### src/rtl/vmem_pkg.sv
// vmem_pkg: shared constants, FSM state encoding and queue entry layout for the VGA text-memory write queue.
package vmem_pkg;

    localparam int ADDR_W_DEF = 15;
    localparam int VMEM_CHARS = 10240;

    typedef enum logic [1:0] {
        ST_IDLE     = 2'd0,
        ST_SETUP    = 2'd1,
        ST_WRITE    = 2'd2,
        ST_CLR_WAIT = 2'd3
    } vmq_state_e;

    typedef struct packed {
        logic [ADDR_W_DEF-1:0] addr;
        logic [7:0]            chr;
    } vmq_entry_t;

endpackage

### src/rtl/vmemq_fifo.sv
// vmemq_fifo: synchronous FIFO with wrap-around pointers (extra MSB distinguishes full from empty).
// Exposes the head and the entry behind it so the scheduler can chain writes without a bubble.
module vmemq_fifo #(
    parameter int DATA_W = 23,
    parameter int DEPTH  = 8,
    parameter int PTR_W  = 3
) (
    input  logic              clk,
    input  logic              rst,
    input  logic              push_i,
    input  logic              pop_i,
    input  logic [DATA_W-1:0] wdata_i,
    output logic [DATA_W-1:0] head_o,
    output logic [DATA_W-1:0] head_next_o,
    output logic              full_o,
    output logic              empty_o,
    output logic [PTR_W:0]    level_o
);

    logic [DATA_W-1:0] mem_q [DEPTH];
    logic [PTR_W:0]    wr_ptr_q;
    logic [PTR_W:0]    rd_ptr_q;
    logic [PTR_W:0]    rd_next_s;

    assign rd_next_s   = rd_ptr_q + {{PTR_W{1'b0}}, 1'b1};
    assign level_o     = wr_ptr_q - rd_ptr_q;
    assign empty_o     = (wr_ptr_q == rd_ptr_q);
    assign full_o      = (wr_ptr_q[PTR_W] != rd_ptr_q[PTR_W]) &&
                         (wr_ptr_q[PTR_W-1:0] == rd_ptr_q[PTR_W-1:0]);
    assign head_o      = mem_q[rd_ptr_q[PTR_W-1:0]];
    assign head_next_o = mem_q[rd_next_s[PTR_W-1:0]];

    // Pointer update; pop is ignored on an empty queue
    always_ff @(posedge clk or posedge rst) begin
        if (rst) begin
            wr_ptr_q <= '0;
            rd_ptr_q <= '0;
        end else begin
            if (push_i && !full_o) begin
                wr_ptr_q <= wr_ptr_q + {{PTR_W{1'b0}}, 1'b1};
            end
            if (pop_i && !empty_o) begin
                rd_ptr_q <= rd_next_s;
            end
        end
    end

    // Entry storage, no reset needed
    always_ff @(posedge clk) begin
        if (push_i && !full_o) begin
            mem_q[wr_ptr_q[PTR_W-1:0]] <= wdata_i;
        end
    end

endmodule

### src/rtl/vmem_write_queue.sv
// vmem_write_queue: posted-write scheduler feeding VGA text RAM with a SETUP / WRITE(hold) wen sequence.
// Define VMEM_CLEAR_EN to add the hardware clear-screen sweep (clear_req / clear_char / clear_busy).
module vmem_write_queue
    import vmem_pkg::*;
#(
    parameter int ADDR_W      = ADDR_W_DEF,
    parameter int FIFO_DEPTH  = 8,
    parameter int PTR_W       = 3,
    parameter int HOLD_CYCLES = 2
) (
    input  logic              clk,
    input  logic              rst,
    input  logic              wr_req,
    input  logic [ADDR_W-1:0] wr_addr,
    input  logic [7:0]        wr_char,
    output logic              wr_ready,
    output logic              stall,
    output logic              busy,
    output logic [PTR_W:0]    level,
    output logic [ADDR_W-1:0] vga_addr,
    output logic [7:0]        vga_char,
    output logic              vga_wen
`ifdef VMEM_CLEAR_EN
    ,
    input  logic              clear_req,
    input  logic [7:0]        clear_char,
    output logic              clear_busy
`endif
);

    localparam int ENT_W  = ADDR_W + 8;
    localparam int HOLD_W = $clog2(HOLD_CYCLES) + 1;
    localparam logic [HOLD_W-1:0] HOLD_LAST = HOLD_W'(HOLD_CYCLES - 1);

    vmq_state_e        state_q;
    logic [HOLD_W-1:0] hold_cnt_q;
    logic              full_s;
    logic              empty_s;
    logic              accept_s;
    logic              last_write_s;
    logic              pop_s;
    logic              more_s;
    logic [ENT_W-1:0]  head_s;
    logic [ENT_W-1:0]  head_next_s;
    logic [ENT_W-1:0]  push_ent_s;
    logic [ENT_W-1:0]  next_ent_s;

    assign accept_s     = wr_req & wr_ready;
    assign stall        = wr_req & ~wr_ready;
    assign push_ent_s   = {wr_addr, wr_char};
    assign last_write_s = (state_q == ST_WRITE) && (hold_cnt_q == HOLD_LAST);
    assign busy         = ~empty_s | (state_q != ST_IDLE);
    // Something remains after this pop: a second stored entry, or the one being pushed right now
    assign more_s       = (level > {{PTR_W{1'b0}}, 1'b1}) | accept_s;

`ifdef VMEM_CLEAR_EN
    localparam logic [ADDR_W-1:0] SWEEP_LAST = ADDR_W'(VMEM_CHARS - 1);

    logic              clr_pend_q;
    logic              sweep_q;
    logic [7:0]        clr_char_q;
    logic [ADDR_W-1:0] sweep_cnt_q;

    assign clear_busy = clr_pend_q | sweep_q;
    assign wr_ready   = ~full_s & ~clear_busy;
    assign pop_s      = last_write_s & ~sweep_q;
`else
    assign wr_ready   = ~full_s;
    assign pop_s      = last_write_s;
`endif

    // Pick the entry that follows the head: stored second entry, else bypass the simultaneous push
    always_comb begin
        next_ent_s = head_next_s;
        if (level > {{PTR_W{1'b0}}, 1'b1}) begin
            next_ent_s = head_next_s;
        end else begin
            next_ent_s = push_ent_s;
        end
    end

    vmemq_fifo #(
        .DATA_W (ENT_W),
        .DEPTH  (FIFO_DEPTH),
        .PTR_W  (PTR_W)
    ) u_fifo (
        .clk         (clk),
        .rst         (rst),
        .push_i      (accept_s),
        .pop_i       (pop_s),
        .wdata_i     (push_ent_s),
        .head_o      (head_s),
        .head_next_o (head_next_s),
        .full_o      (full_s),
        .empty_o     (empty_s),
        .level_o     (level)
    );

    // Write sequencer: state, hold counter and registered text-memory outputs
    always_ff @(posedge clk or posedge rst) begin
        if (rst) begin
            state_q     <= ST_IDLE;
            hold_cnt_q  <= '0;
            vga_addr    <= '0;
            vga_char    <= 8'd0;
            vga_wen     <= 1'b0;
`ifdef VMEM_CLEAR_EN
            clr_pend_q  <= 1'b0;
            sweep_q     <= 1'b0;
            clr_char_q  <= 8'd0;
            sweep_cnt_q <= '0;
`endif
        end else begin
`ifdef VMEM_CLEAR_EN
            if (clear_req && !clear_busy) begin
                clr_pend_q <= 1'b1;
                clr_char_q <= clear_char;
            end
`endif
            case (state_q)
                ST_IDLE: begin
                    if (!empty_s) begin
                        vga_addr <= head_s[ENT_W-1:8];
                        vga_char <= head_s[7:0];
                        state_q  <= ST_SETUP;
                    end else begin
`ifdef VMEM_CLEAR_EN
                        if (clr_pend_q) begin
                            state_q <= ST_CLR_WAIT;
                        end else begin
                            state_q <= ST_IDLE;
                        end
`else
                        state_q <= ST_IDLE;
`endif
                    end
                end
                ST_SETUP: begin
                    vga_wen    <= 1'b1;
                    hold_cnt_q <= '0;
                    state_q    <= ST_WRITE;
                end
                ST_WRITE: begin
                    if (hold_cnt_q != HOLD_LAST) begin
                        hold_cnt_q <= hold_cnt_q + HOLD_W'(1);
                    end else begin
                        vga_wen <= 1'b0;
`ifdef VMEM_CLEAR_EN
                        if (sweep_q) begin
                            if (sweep_cnt_q == SWEEP_LAST) begin
                                sweep_q <= 1'b0;
                                state_q <= ST_IDLE;
                            end else begin
                                sweep_cnt_q <= sweep_cnt_q + ADDR_W'(1);
                                vga_addr    <= sweep_cnt_q + ADDR_W'(1);
                                state_q     <= ST_SETUP;
                            end
                        end else
`endif
                        if (more_s) begin
                            vga_addr <= next_ent_s[ENT_W-1:8];
                            vga_char <= next_ent_s[7:0];
                            state_q  <= ST_SETUP;
                        end else begin
                            state_q <= ST_IDLE;
                        end
                    end
                end
`ifdef VMEM_CLEAR_EN
                ST_CLR_WAIT: begin
                    clr_pend_q  <= 1'b0;
                    sweep_q     <= 1'b1;
                    sweep_cnt_q <= '0;
                    vga_addr    <= '0;
                    vga_char    <= clr_char_q;
                    state_q     <= ST_SETUP;
                end
`endif
                default: begin
                    vga_wen <= 1'b0;
                    state_q <= ST_IDLE;
                end
            endcase
        end
    end

endmodule

### config.mk
export PLATFORM = sky130hd
export DESIGN_NAME = vmem_write_queue
export DESIGN_NICKNAME = d
export VERILOG_FILES = /design/src/rtl/vmem_pkg.sv /design/src/rtl/vmemq_fifo.sv /design/src/rtl/vmem_write_queue.sv
export SDC_FILE = /design/constraint.sdc
export NUM_CORES = 1
export LEC_CHECK = 0
export CORE_MARGIN = 3
export CORE_UTILIZATION = 53
export CTS_BUF_LIST = sky130_fd_sc_hd__clkbuf_16
export CTS_CLUSTER_DIAMETER = 150
export DETAILED_ROUTE_END_ITERATION = 6
export PLACE_DENSITY = 0.77
export SLEW_MARGIN = 10
export SYNTH_ARGS = -nofsm -noshare
export SYNTH_HDL_FRONTEND = slang
export SYNTH_SLANG_ARGS = --single-unit
export TNS_END_PERCENT = 100
### constraint.sdc
create_clock -name clk -period 11 [get_ports clk]
set_input_delay 1.1 -clock clk [delete_from_list [all_inputs] [get_ports clk]]
set_output_delay 1.1 -clock clk [all_outputs]
set_load 0.02 [all_outputs]
-- Yosys cells after proc, flatten, opt, wreduce, memory -nomap -nowiden
Memory sizes are Yosys's and may differ from the RTL's.
Cells that the tools add are included.
- bitwise gates (word level): 7
- reduce and logical (&&, ||, !) cells: 13
- mux-type cells: 19
- $add $sub $neg: 4
- equal/unequal tests: 11
- $lt $le $gt $ge: 1
- operator list (operator ; count):
    $mux 15 ; 3
    $pmux 15 s2 ; 1
    $mux 8 ; 3
    $mux 23 ; 1
    $pmux 8 s2 ; 1
    $add 4x1->4 const B ; 2
    $ne 2x2->1 const B ; 3
    $pmux 2 s3 ; 1
    $reduce_bool 2->1 ; 3
    $mux 1 ; 5
    $eq 2x1->1 const B ; 2
    $eq 4x4->1 ; 1
    $gt 4x1->1 const B ; 1
    $logic_and 1x1->1 ; 4
    $mux 2 ; 2
    $ne 2x1->1 const B ; 2
    $pmux 2 s2 ; 1
    $reduce_and 2->1 ; 2
    $reduce_and 4->1 ; 1
    $sub 4x4->4 ; 1
    $eq 3x3->1 ; 1
    $not 1->1 ; 3
    $pmux 1 s3 ; 1
    $add 2x1->2 const B ; 1
    6 further kinds ; 9
- input port bits: 26
- RAM bits: 184
- memories kept: 1
- register bits: 36
- memories (name ; words ; width ; rd ports ; clocked after memory_dff ; wr ports ; line ; source):
    u_fifo.mem_q ; 8 ; 23 ; 2 ; 0 ; 1 ; vmemq_fifo.sv:20 ; logic [DATA_W-1:0] mem_q [DEPTH];

-- Longest topological paths before layout
Gate-level depths: netlist (run 1).
- word-level depth: 8
- depth in mapped cells: 11
- depth with buffers taken out: 9

-- Modules after synthesis
Synthesis (run 1) repeated with hierarchy kept, for this count alone.
- cell total of the unflattened synthesis: 617
- area, all modules: 10523.8 sq um
- modules (own cells, without submodules) (module ; instances ; cells an instance ; area an instance (sq um)):
    vmemq_fifo ; 1 ; 457 ; 8883.5
    vmem_write_queue ; 1 ; 160 ; 1640.3

-- Least setup slack after synthesis (run 1)
OpenSTA, ideal clock, no wires.
- path type: reg-to-reg
- start: register u_fifo.rd_ptr_q[1]
- end: memory u_fifo.mem_q[0][0] (enable)
- buffers on the path: 2
- cell stages (with the launch flop): 8
- clock period less this slack: 4204 ps
- arrival time: 3743 ps
- slack: 6796 ps
- data required time: 10539 ps
- cell sequence: dfrtp_1 -> buf_2 -> buf_2 -> inv_1 -> ha_1 -> nand3_1 -> o21ai_2 -> nor4_1
- word-level cells in the longest chain between the ends: 7
- elaborated cells on any way between the ends: 8
- RTL lines (item ; line ; source):
    start, declared ; vmemq_fifo.sv:22 ; logic [PTR_W:0] rd_ptr_q;
    start signal, assigned ; vmemq_fifo.sv:43 ; rd_ptr_q <= rd_next_s;
    $eq 3x3->1 (*) ; vmemq_fifo.sv:29 ; (wr_ptr_q[PTR_W-1:0] == rd_ptr_q[PTR_W-1:0]);
    $logic_and 1x1->1 (*) ; vmemq_fifo.sv:28 ; assign full_o = (wr_ptr_q[PTR_W] != rd_ptr_q[PTR_W]) &&
    $not 1->1 ; vmem_write_queue.sv:68 ; assign wr_ready = ~full_s;
    $and 1x1->1 ; vmem_write_queue.sv:48 ; assign accept_s = wr_req & wr_ready;
    $logic_and 1x1->1 (*) ; vmemq_fifo.sv:50 ; if (push_i && !full_o) begin
    $mux 1 (*) ; vmemq_fifo.sv:50 ;
    $mux 1 (not written as such) (*) ; vmemq_fifo.sv:51 ; mem_q[wr_ptr_q[PTR_W-1:0]] <= wdata_i;
    end, declared ; vmemq_fifo.sv:20 ;
Mark *: on every way between the ends. The rest lies on a longest branch, timed or not.

-- Final worst setup path (run 1)
- start: register u_fifo.rd_ptr_q[2]
- end: output port level[3]
- word-level cells in the longest chain between the ends: 1
- RTL lines (item ; line ; source):
    $sub 4x4->4 ; vmemq_fifo.sv:26 ; assign level_o = wr_ptr_q - rd_ptr_q;
    end, declared ; vmem_write_queue.sv:19 ; output logic [PTR_W:0] level,
No other way between the ends.

==> reports/qor.csv, run 1 <==
stage;metric;value;unit
status;outcome;complete, no violations;
detailed_routing;wire_per_inst;25.6;um
power_and_ir_drop;p_switching;1.63;mW
layout;fillerInstances;1433;
critical_path;crit_family;buffers and inverters;
clocking;clock_path_buffers;3;
detailed_routing;routed_wl;25.6;mm
worst_hold_path;min_to;u_fifo.wr_ptr_q[3];
detailed_routing;drt-pass1-iter-count;5;
layout;drive_gt1_frac;0.296;
detailed_routing;vias;6723;
synth;synth-seq-area-share;0.600;
critical_path;crit_fanout;26;
layout;fin_nets;750;
power_and_ir_drop;pwr-share-seq;0.313;
timing;hold_viol;0;
worst_hold_path;whs_path_depth;1;
grt;grt_max_degree;71;
clocking;clk_latency;0.51;ns
critical_path;timing.rr.end;vga_addr[3];
critical_path;crit_path_start_kind;flop;
synth;syn_avg_cell_area;15.8;um2
layout;syn2layout_area_growth;14.0;%
synth;synth_area;10700;um2
synth;yosys_warnings;0;
floorplanning;die_area;22000;um2
clocking;cts_max_level;1;
power_and_ir_drop;combPwrFrac;0.512;
timing;timing.slew.headroom;0.156;
clocking;cts_made_buffers;23;
floorplanning;coreArea;19700;um2
power_and_ir_drop;ir_drop;0.174;mV
grt;gr-total-overflow;0;
timing;setup_slack;5.99;ns
critical_path;cp.arrival;3.91;ns
floorplanning;num_rows;51;
timing;tightest_slew;1.27;ns
timing;skew;0.0166;ns
clocking;ctsResizeCount;0;
detailed_routing;drc;0;
critical_path;critical_path_depth;6;
grt;grt_pass1_vias;6901;
clocking;cts.sinks;220;
clocking;cts_hold_buf;0;
critical_path;path_buf_inv;2;
power_and_ir_drop;p_int;2.45;mW
power_and_ir_drop;p_leak;3.95;nW
power_and_ir_drop;p_per_area;334;nW/um2
place;dp_slack;6.55;ns
timing;max_freq;0.200;GHz
synth;synth_top_area_cell;edfxtp_1;
place;gp_congestion;0.799;
floorplanning;fp.dieW;148;um
worst_hold_path;hp-class;flop to flop;
timing;fin_crit;5.01;ns
run;max_cap_violations;0;
synth;ys_types;41;
detailed_routing;viasPerCell;6.74;
power_and_ir_drop;switching_share;0.401;
floorplanning;die_h;148;um
critical_path;cp_data_required_time;9.90;ns
layout;diodes;0;
detailed_routing;ant_nets;0;
critical_path;reg2reg_slack;6.44;ns
floorplanning;ios;57;
detailed_routing;drt_iter0_drc;810;
synth;yosys-top-cells-area;edfxtp_1 52%, mux4_2 15%, dfrtp_1 8.4%;
critical_path;slowest_delay;0.77;ns
synth;yosysTopAreaCellShare;0.516;
floorplanning;start_util;0.545;
place;dp_hpwl;15.2;mm
critical_path;crit_path_end_kind;primary output;
synth;syn_nets;711;
clocking;cts_tree;built;
clocking;cts.reportedPaths.clkPinSlew;0.06;ns
synth;syn-instance-count;678;
grt;grt_pass1_wl;40.0;mm
timing;finalCritPeriodShare;0.455;
worst_hold_path;hold_start;u_fifo.wr_ptr_q[3];
critical_path;slowest_stage;and3_1;
critical_path;critPathKind;flop to primary output;
place;io_buffer_count;56;
critical_path;r2r_cells;6;
critical_path;path_cells;inv_1, ha_1, a21oi_1, and3_1, nor2_1, clkdlybuf4s50_1;
clocking;root_buffer;clkbuf_16;
timing;rsz0062_at_grt;false;
synth;ys_ff_latch;220;
timing;tns;0;ns
power_and_ir_drop;clock_power_share;0.175;
timing;setup_viol;0;
grt;track_usage;0.234;
clocking;cts_setup_buffers;0;
critical_path;r2r_start;u_fifo.rd_ptr_q[1];
timing;slew_viol_final;0;
grt;antenna_found_initial;0;
power_and_ir_drop;total_power;4.08;mW
synthesized netlist by cell type:
cell         n
nand2_1      8
or3_1        2
o21ai_0     25
nor3_4       1
mux2_1       1
and2_1       1
buf_4        1
xor2_1       4
or2_1        1
xnor2_1      6
a22o_1       2
mux2_2      69
o2111a_2     1
dfrtp_1     36
a2bb2oi_1   12
clkbuf_1    29
or2_2        2
nand3b_1     1
nor3_1      50
ha_1         6
o21a_1       1
a21oi_1      3
nand3_1      3
o22ai_1     23
o211ai_1    23
nand2b_1     4
mux4_2      69
buf_1        3
fa_1         1
buf_2       22
nor4_1      24
edfxtp_1   184
a2bb2oi_2   11
nor2b_1      3
mux2i_1      1
and3_1       1
o21ai_2      2
nand4_1      1
nor2_1      30
buf_6        2
inv_1        9
worst max path at each step:
stage                        from            endpoint  slack [ns]
2_1_floorplan  u_fifo.rd_ptr_q[1]  u_fifo.mem_q[0][0]        6.80
3_3_place_gp   u_fifo.rd_ptr_q[2]            level[3]        6.68
3_5_place_dp   u_fifo.rd_ptr_q[1]         vga_char[5]        6.55
4_1_cts        u_fifo.rd_ptr_q[2]            level[3]        6.02
5_1_grt        u_fifo.rd_ptr_q[1]            level[3]        5.80
6_report       u_fifo.rd_ptr_q[2]            level[3]        5.99
cell usage in the layout, fill, tap and decap left out, drive strengths merged, types with 14 or more instances in the layout:
master and count:
mux2 70, o22ai 23, o211ai 23, edfxtp 184, a2bb2oi 23, buf 15
clkbuf 23, mux4 69, nor4 24, o21ai 27, dfrtp 36, clkdlybuf4s50 56
clkinv 14, nor2 30, nor3 51
cell type report:
class / count / area, um2 / share of cell area
clock buffers: 23 / 576 / 0.0471
flip-flops and latches: 220 / 6430 / 0.527
well taps: 265 / 332 / 0.0272
inverters: 9 / 33.8 / 0.00277
clock inverters: 18 / 110 / 0.00902
repair buffers: 71 / 673 / 0.0551
multi-input cells: 392 / 4050 / 0.332
metal layers:
layer  part of all wire  track usage
met5                  0            0
met4              0.029       0.0790
met3              0.070       0.0293
met2               0.51        0.396
met1               0.39        0.318
flip-flops by register name, summed over array words and instances, names as in the netlist:
signal / cells
u_fifo.rd_ptr_q: 4
vga_addr: 15
state_q: 2
vga_wen: 1
u_fifo.wr_ptr_q: 4
hold_cnt_q: 2
u_fifo.mem_q: 184
vga_char: 8
worst register-to-register path, delay by kind of cell, from the launching register on:
kind | cells | cell delay (ns)
AO/OA/AOI/OAI | 2 | 0.66
flip-flops | 1 | 1.02
adder cells (fa/ha/maj) | 1 | 1.33
buffers and inverters | 1 | 0.21
AND/OR/NAND/NOR | 2 | 1.25
power by group through the flow:
stage | sequential [mW] | clock, mW | combinational (mW)
after CTS | 1.28 | 0.726 | 2.07
final | 1.28 | 0.714 | 2.09
after global placement | 1.28 | 0 | 1.99
after detailed placement | 1.29 | 0 | 2.05
after global routing | 1.30 | 0.757 | 2.22
after floorplan | 1.23 | 0 | 1.52
metrics by stage:
stage | hold slack [ns] | area (um2) | util | std cells
after floorplan | 0.496 | 10700 | - | 678
after global placement | 0.506 | 11500 | 0.586 | 957
after detailed placement | 0.526 | 11500 | 0.586 | 957
after CTS | 0.536 | 12200 | 0.621 | 998
after global routing | 0.566 | 12200 | 0.621 | 998
final | 0.539 | 12200 | 0.621 | 998
kinds of logic after synthesis:
kind of cell    share of synthesized area
compound gates                     0.0730
xor+xnor                          0.00818
fa+ha+maj                         0.00888
buf+inv                            0.0274
flops                               0.600
mux                                 0.220
simple gates                       0.0631
Power figures use the tool's default switching activity.
==> run 2, diff against run 1 <==
==> constraint.sdc (replaced) <==
create_clock -name clk -period 5 [get_ports clk]
set_input_delay 0.5 -clock clk [delete_from_list [all_inputs] [get_ports clk]]
set_output_delay 0.5 -clock clk [all_outputs]
set_load 0.02 [all_outputs]
==> run 2 against run 1 <==
  * Cell area up 1.0%
  * Combinational power grew 130%
  * Hold slack worse by 0.11 ns
  * Sequential power is 110% higher
  * Count of clock-buffer cells in the layout unchanged
  * Critical path type unchanged
==> reports/qor.csv, run 2 (synthesis results as in run 1) <==
stage;metric;value;unit
status;outcome;complete, no violations;
critical_path;cp_data_required_time;4.50;ns
power_and_ir_drop;combPwrFrac;0.526;
timing;hold_viol;0;
layout;diodes;0;
critical_path;cp.arrival;3.16;ns
grt;grt_max_degree;72;
detailed_routing;wire_per_inst;26.1;um
floorplanning;start_util;0.545;
detailed_routing;viasPerCell;6.72;
detailed_routing;ant_nets;0;
clocking;clock_path_buffers;3;
power_and_ir_drop;switching_share;0.397;
detailed_routing;drt_iter0_drc;787;
detailed_routing;drc;0;
critical_path;crit_fanout;26;
layout;fin_nets;761;
floorplanning;coreArea;19700;um2
clocking;cts_hold_buf;0;
floorplanning;num_rows;51;
grt;antenna_found_initial;0;
clocking;cts_made_buffers;23;
floorplanning;die_h;148;um
worst_hold_path;hp-class;input pin to async pin;
place;io_buffer_count;56;
clocking;cts_setup_buffers;0;
clocking;cts.sinks;220;
layout;fin_cells;1009;
clocking;cts_max_level;1;
timing;timing.slew.headroom;0.283;
timing;fin_crit;3.66;ns
layout;syn2layout_area_growth;15.1;%
layout;largest_register_ffs;184;
place;gp_congestion;0.825;
floorplanning;die_area;22000;um2
timing;tightest_slew;1.07;ns
place;numPlacedInstances;968;
critical_path;crit_path_start_kind;flop;
power_and_ir_drop;pwr-share-seq;0.294;
power_and_ir_drop;p_int;5.54;mW
timing;skew;0.0200;ns
timing;rsz0062_at_grt;false;
layout;final_common_cell;edfxtp_1;
grt;gr-total-overflow;0;
timing;setup_viol;0;
timing;setup_slack;1.34;ns
clocking;cts_tree;built;
detailed_routing;drt-pass1-iter-count;5;
power_and_ir_drop;p_switching;3.64;mW
timing;slew_viol_final;0;
power_and_ir_drop;p_per_area;744;nW/um2
layout;final_cell_mix;184 x edfxtp_1, 69 x mux4_2, 69 x mux2_2, 56 x clkdlybuf4s50_1, 46 x nor3_1;
grt;grt_pass1_vias;7247;
clocking;cts.reportedPaths.clkPinSlew;0.06;ns
layout;drive_gt1_frac;0.302;
place;dp_hpwl;15.6;mm
grt;grt_pass1_wl;41.8;mm
clocking;root_buffer;clkbuf_16;
critical_path;critPathKind;flop to primary output;
clocking;clk_latency;0.51;ns
power_and_ir_drop;ir_drop;0.435;mV
power_and_ir_drop;total_power;9.18;mW
power_and_ir_drop;clock_power_share;0.180;
detailed_routing;vias;6785;
layout;seq_area;6430;um2
clocking;ctsResizeCount;0;
power_and_ir_drop;p_leak;4.04;nW
timing;max_freq;0.274;GHz
timing;tns;0;ns
layout;fillerInstances;1411;
timing;finalCritPeriodShare;0.731;
floorplanning;fp.dieW;148;um
layout;multi_input_area;4050;um2
layout;stdcell_area;12300;um2
place;dp_slack;1.50;ns
floorplanning;ios;57;
grt;track_usage;0.246;
detailed_routing;routed_wl;26.3;mm
place;placed_area;11600;um2
critical_path;crit_path_end_kind;primary output;
run;max_cap_violations;0;
==> run 2: final timing paths <==
| check | from | endpoint | slack (ns) | cells after the start |
|---|---|---|---|---|
| max | u_fifo.rd_ptr_q[2] | level[3] | 1.34 | 8 |
| min | rst | vga_addr[10] | 0.43 | 3 |
| max reg2reg | u_fifo.rd_ptr_q[2] | vga_addr[2] | 1.42 | 10 |
| min reg2reg | u_fifo.rd_ptr_q[3] | u_fifo.rd_ptr_q[3] | 0.54 | 1 |
| max in group asynchronous | rst | u_fifo.rd_ptr_q[0] | 4.18 | 3 |
| min in group clk | u_fifo.rd_ptr_q[3] | u_fifo.rd_ptr_q[3] | 0.54 | 1 |
==> run 2: per-layer routing <==
layer | up-vias | GRT usage | part of all wire
met1 | 3513 | 0.329 | 0.39
met2 | 341 | 0.415 | 0.51
met5 | - | 0 | 0
met3 | 72 | 0.0329 | 0.072
met4 | 0 | 0.0970 | 0.035
li1 | 2859 | - | -
==> run 2: power by group through the flow <==
stage / Combinational (mW) / Clock, mW / Sequential [mW]
3_5_place_dp: 4.76 / 0 / 2.73
2_1_floorplan: 3.35 / 0 / 2.70
6_report: 4.83 / 1.65 / 2.70
5_1_grt: 5.15 / 1.75 / 2.74
4_1_cts: 4.79 / 1.67 / 2.69
3_3_place_gp: 4.60 / 0 / 2.69
==> run 2: critical path, stage by stage, from the launching register on <==
cell and delay, ns:
dfrtp_1 0.45, inv_1 0.09, buf_4 0.36, ha_1 0.37, a21oi_1 0.24, a21oi_2 0.09
buf_4 0.24, nor2_1 0.17, clkdlybuf4s50_1 0.62
==> run 2: final cells by class <==
cell class	count	share of cell area
sequential	220	0.522
inverter	9	0.00274
clock inverter	18	0.0123
clock buffer	23	0.0467
timing repair buffer	82	0.0613
tap	265	0.0269
multi-input combinational	392	0.329
==> run 2: per-stage QoR <==
stage	hold WS (ns)	util
2_1_floorplan	0.496	-
3_3_place_gp	0.507	0.590
3_5_place_dp	0.529	0.590
4_1_cts	0.435	0.627
5_1_grt	0.473	0.627
6_report	0.432	0.627
